`src/rtl/lwc_do_gearbox.sv`:
```
// LWC do_* output gearbox: buffers datapath words and serialises
// them MSB-first into bus beats under a valid/ready handshake.
module lwc_do_gearbox #(
  parameter  int BUSW  = 32,
  parameter  int INW   = 128,
  parameter  int DEPTH = 2,
  localparam int NB    = INW / BUSW,
  localparam int NBW   = $clog2(NB + 1),
  localparam int CW    = $clog2(DEPTH + 1)
) (
  input  logic            clk,
  input  logic            rst,
  input  logic            flush,
  input  logic [INW-1:0]  in_data,
  input  logic [NBW-1:0]  in_nbeats,
  input  logic            in_last,
  input  logic            in_valid,
  output logic            in_ready,
  output logic [BUSW-1:0] do_data,
  output logic            do_valid,
  output logic            do_last,
  input  logic            do_ready,
  output logic [CW-1:0]   count
);

  localparam int PW = (DEPTH > 1) ? $clog2(DEPTH) : 1;

  logic [INW-1:0]  mem_d_q [DEPTH];
  logic [NBW-1:0]  mem_n_q [DEPTH];
  logic [DEPTH-1:0] mem_l_q;

  logic [PW-1:0]   wr_q, wr_d;
  logic [PW-1:0]   rd_q, rd_d;
  logic [NBW-1:0]  beat_q, beat_d;
  logic [CW-1:0]   cnt_q, cnt_d;
  logic [BUSW-1:0] hold_q, hold_d;

  logic [INW-1:0]  head_sh;
  logic [BUSW-1:0] cur;
  logic [NBW-1:0]  head_nb;
  logic [NBW-1:0]  nb_eff;
  logic            end_beat;
  logic            push, adv, pop;

  function automatic logic [PW-1:0] nxt(input logic [PW-1:0] p);
    return (p == PW'(DEPTH - 1)) ? '0 : p + 1'b1;
  endfunction

  assign nb_eff = (in_nbeats == '0 || in_nbeats > NBW'(NB))
                ? NBW'(NB) : in_nbeats;

  assign head_nb  = mem_n_q[rd_q];
  assign head_sh  = mem_d_q[rd_q] << (beat_q * BUSW);
  assign cur      = head_sh[INW-1 -: BUSW];
  assign end_beat = (beat_q == head_nb - 1'b1);

  assign in_ready = (cnt_q < CW'(DEPTH));
  assign do_valid = (cnt_q != '0);
  assign count    = cnt_q;
  // Empty bus keeps showing the last consumed beat
  assign do_data  = do_valid ? cur : hold_q;
  assign do_last  = do_valid & mem_l_q[rd_q] & end_beat;

  assign push = in_valid & in_ready & ~flush;
  assign adv  = do_valid & do_ready & ~flush;
  assign pop  = adv & end_beat;

  always_comb begin
    wr_d   = wr_q;
    rd_d   = rd_q;
    beat_d = beat_q;
    cnt_d  = cnt_q;
    hold_d = hold_q;
    if (flush) begin
      wr_d   = '0;
      rd_d   = '0;
      beat_d = '0;
      cnt_d  = '0;
      hold_d = '0;
    end else begin
      if (push) wr_d = nxt(wr_q);
      if (adv) begin
        hold_d = cur;
        if (end_beat) begin
          beat_d = '0;
          rd_d   = nxt(rd_q);
        end else begin
          beat_d = beat_q + 1'b1;
        end
      end
      unique case ({push, pop})
        2'b10:   cnt_d = cnt_q + 1'b1;
        2'b01:   cnt_d = cnt_q - 1'b1;
        default: cnt_d = cnt_q;
      endcase
    end
  end

  always_ff @(posedge clk or negedge rst) begin
    if (!rst) begin
      wr_q   <= '0;
      rd_q   <= '0;
      beat_q <= '0;
      cnt_q  <= '0;
      hold_q <= '0;
    end else begin
      wr_q   <= wr_d;
      rd_q   <= rd_d;
      beat_q <= beat_d;
      cnt_q  <= cnt_d;
      hold_q <= hold_d;
    end
  end

  always_ff @(posedge clk) begin
    if (push) begin
      mem_d_q[wr_q] <= in_data;
      mem_n_q[wr_q] <= nb_eff;
      mem_l_q[wr_q] <= in_last;
    end
  end

endmodule

```
`config.mk`:
```
export PLATFORM = sky130hd
export DESIGN_NAME = lwc_do_gearbox
export DESIGN_NICKNAME = d
export VERILOG_FILES = /design/src/rtl/lwc_do_gearbox.sv
export SDC_FILE = /design/constraint.sdc
export NUM_CORES = 1
export LEC_CHECK = 0
export ABC_AREA = 1
export BUFFER_PORTS_ARGS = -buffer_cell sky130_fd_sc_hd__buf_4
export CAP_MARGIN = 20
export CORE_UTILIZATION = 59
export CTS_BUF_LIST = sky130_fd_sc_hd__clkbuf_4 sky130_fd_sc_hd__clkbuf_8
export CTS_CLUSTER_DIAMETER = 200
export DETAILED_ROUTE_END_ITERATION = 10
export MAX_ROUTING_LAYER = met4
export PLACE_DENSITY = 0.78
export SYNTH_ARGS = -nofsm -noshare
export SYNTH_HDL_FRONTEND = slang
export SYNTH_SLANG_ARGS = --single-unit
```
`constraint.sdc`:
```
create_clock -name clk -period 9.2 [get_ports clk]
set_input_delay 0.46 -clock clk [delete_from_list [all_inputs] [get_ports clk]]
set_output_delay 0.46 -clock clk [all_outputs]
set_load 0.005 [all_outputs]
```
==> reports/metrics.csv <==
metric,value,unit
status,"finished, final reports clean",
NetSw,888.3,µW
Setup WS post-layout,5.311,ns
Pins Over Slew Limit,0,
crit-path max cell delay,0.75,ns
first-pass GRT wire length,43.95,mm
Clock Skews,0.02984,ns
die area,21130,µm²
grt total ovfl,0,
Via density,5.924,
final HPWL from detailed placement,15.92,mm
clock transition at the registers of the reported paths,0.06,ns
"reg-to-reg slack, setup",6.22,ns
Inst Count DP,1338,
Max clock buf depth,3,
VDD IR-drop max,174.8,µV
power share of the combinational group,16.8,%
LEAKAGE,0.005446,µW
Slew headroom,27.74,%
Die Wd,145.4,µm
CP Class,reg2out,
area grow syn2layout,19.80,%
power per cell area,230.0,nW/µm²
CP bufs+invs,3,
fin cells,1429,
"CP delay by family, top",buffers and inverters,
yosys warns,0,
final worst path period share,42.27,%
reg2reg end,mem_d_q[0][51]$_DFFE_PP_,
syn avg cell area,12.76,µm²
All-Layer GR Usage,27.96,%
measured slew at the worst slew-check pin,1.084,ns
RSZ-0062 raised after global routing,false,
initial antenna violation count,0,
First-pass DRT Iterations,5,
post-synthesis cell count,950,
Crit path top cell by count,buf_4,
Layout Utilization,72.02,%
clock latency on the worst-skew pair,0.56,ns
Post-CTS Resized,0,
worst r2r path cells,7,
"Slowest-stage cell, CP",buf_4,
postcts setup bufs,0,
Total Routed Length,28.35,mm
layout cell share with drive strength beyond 1,24.85,%
# Max-Cap Violations,0,
fillcell total,1352,
Placed Area,13540,µm²
CP endpoint kind,primary output,
synthesized flop and latch total,303,
switch share,26.59,%
vias in the first global route,8316,
largest net degree at the start of global routing,102,
Reg power frac,49.2,%
gpl congestion,0.7858,
min cycle time layout,3.889,ns
Ports,174,
via count,8466,
CP Depth,7,
Mapped Nets,1090,
setup TNS,0,ns
hold depth,1,
Hold Fails Final Rpt,0,
CP Launch Type,register,
average wire per standard cell,19.84,µm
Critical path origin,rd_q$_DFFE_PN0P_,
port bufs,173,
final instance area,14530,µm²
HP Class,in2reg,
Rows,52,
H-Tree Depth,2,
CTS Root Cell,clkbuf_8,
chip height,145.4,µm
Starting Density,60.12,%
Cell Int Power,2452,µW
CTS tree,yes,
# DRC,0,
Final setup viols,0,
WP data arrival,3.43,ns
DR iter-0 viols,794,
fin nets,1259,
largest fanout on the critical path,87,
R2R Path Start,count[1]$_DFFE_PN0P_,
clk sink count,303,
"worst slack, placed",5.988,ns
cts hold-fix bufs,1,
worst setup path endpoint,do_data[8],
WP data required,8.74,ns
Achievable Freq,257.1,MHz
Post-Syn Area,12130,µm²
antenna-violating nets left,0,
share of the yosys chip area belonging to registers,73.43,%
"Distinct cells, synth",26,
clock network power share,33.9,%
n_diodes,0,
TritonCTS Buffers,48,
core footprint,20170,µm²
"Cell Chain, Critical Path",inv_4 -> buf_4 -> o21ai_0 -> o221ai_1 -> nand3_1 -> o21ai_1 -> buf_4,
-- power by group through the flow --
stage	clock, µW	combinational [µW]	sequential [µW]
floorplan	0	311	1670
global placement	0	543	1670
detailed placement	0	558	1670
CTS	1140	561	1650
global route	1200	612	1650
finish	1130	562	1650
-- flip-flops by register name (all words and copies together), names as in the netlist --
signal	count
rd_q	1
mem_n_q	6
hold_q	32
mem_l_q	2
beat_q	3
wr_q	1
mem_d_q	256
count	2
-- per-layer routing --
layer	GRT usage (%)	part of all wire [%]	vias to the layer above
met5	-	0	-
met4	11.42	2.7	0
met3	4.451	8.5	65
met2	44.09	49	441
met1	36.75	40	4105
li1	-	-	3855
-- how the worst min path moves through the flow --
stage	slack, ns	start	endpoint
3_5_place_dp	0.48	hold_q[4]$_DFFE_PN0P_	hold_q[4]$_DFFE_PN0P_
4_1_cts	0.05	in_data[99]	mem_d_q[1][99]$_DFFE_PP_
6_report	0.07	in_data[34]	mem_d_q[0][34]$_DFFE_PP_
3_3_place_gp	0.47	hold_q[29]$_DFFE_PN0P_	hold_q[29]$_DFFE_PN0P_
5_1_grt	0.06	in_data[99]	mem_d_q[1][99]$_DFFE_PP_
2_1_floorplan	0.16	rst	beat_q[0]$_DFFE_PN0P_
-- placed cells by master (no fill, tap or decap), drive strengths merged --
| master | synthesis | routed |
|---|---|---|
| clkbuf | 28 | 78 |
| o22ai | 1 | 1 |
| inv | 28 | 29 |
| dfrtp | 39 | 39 |
| o21ai | 196 | 196 |
| nand3 | 40 | 40 |
| mux2i | 1 | 1 |
| ha | 3 | 3 |
| nand2 | 104 | 104 |
| nand4 | 2 | 2 |
| edfxtp | 264 | 264 |
| dlygate4sd3 | 0 | 1 |
| nor4 | 1 | 1 |
| clkinv | 0 | 11 |
| buf | 38 | 184 |
| nor2 | 140 | 140 |
| o221ai | 64 | 64 |
| xor2 | 1 | 1 |
-- final cells by class --
class                           count  area [µm²]  area share [%]
Clock inverter                     12       53.80          0.3704
Timing Repair Buffer              185        1391           9.578
Inverter                           28       107.6          0.7407
Sequential cell                   303        8910           61.34
Clock buffer                       78       923.4           6.357
Tap cell                          270       337.8           2.326
Multi-Input combinational cell    553        2803           19.29
-- cells in the mapped netlist, drive strengths merged --
cell,count,area [µm²]
o22ai,1,6.260
o21ai,196,980.9
ha,3,37.54
nor4,1,12.51
o221ai,64,560.5
clkbuf,28,105.1
edfxtp,264,7928
buf,38,226.5
nand4,2,12.51
nand3,40,210.2
nor2,140,543.0
inv,28,107.6
dfrtp,39,975.9
xor2,1,8.760
mux2i,1,10.01
nand2,104,400.4
-- worst register-to-register path, delay by kind of cell (launching register included) --
kind / cells / cell delay, ns
buf+inv: 4 / 1.80
flops: 1 / 0.42
simple gates: 3 / 0.33
-- cell families (layout without fill, tap and decap cells) --
| kind of cell | Yosys count | count (layout) | synth area share [%] |
|---|---|---|---|
| compound gates | 261 | 261 | 12.76 |
| xor+xnor | 1 | 1 | 0.07225 |
| fa+ha+maj | 3 | 3 | 0.3096 |
| buf+inv | 94 | 303 | 3.622 |
| flops | 303 | 303 | 73.43 |
| mux | 1 | 1 | 0.08255 |
| simple gates | 287 | 287 | 9.720 |
-- per-stage QoR --
stage | hold WS (ns) | total power [µW]
2_1_floorplan | 0.1644 | 1983
3_3_place_gp | 0.4711 | 2211
3_5_place_dp | 0.4789 | 2230
4_1_cts | 0.05296 | 3350
5_1_grt | 0.05727 | 3468
6_report | 0.07367 | 3341
No activity file was read; power rests on OpenSTA's default activity.
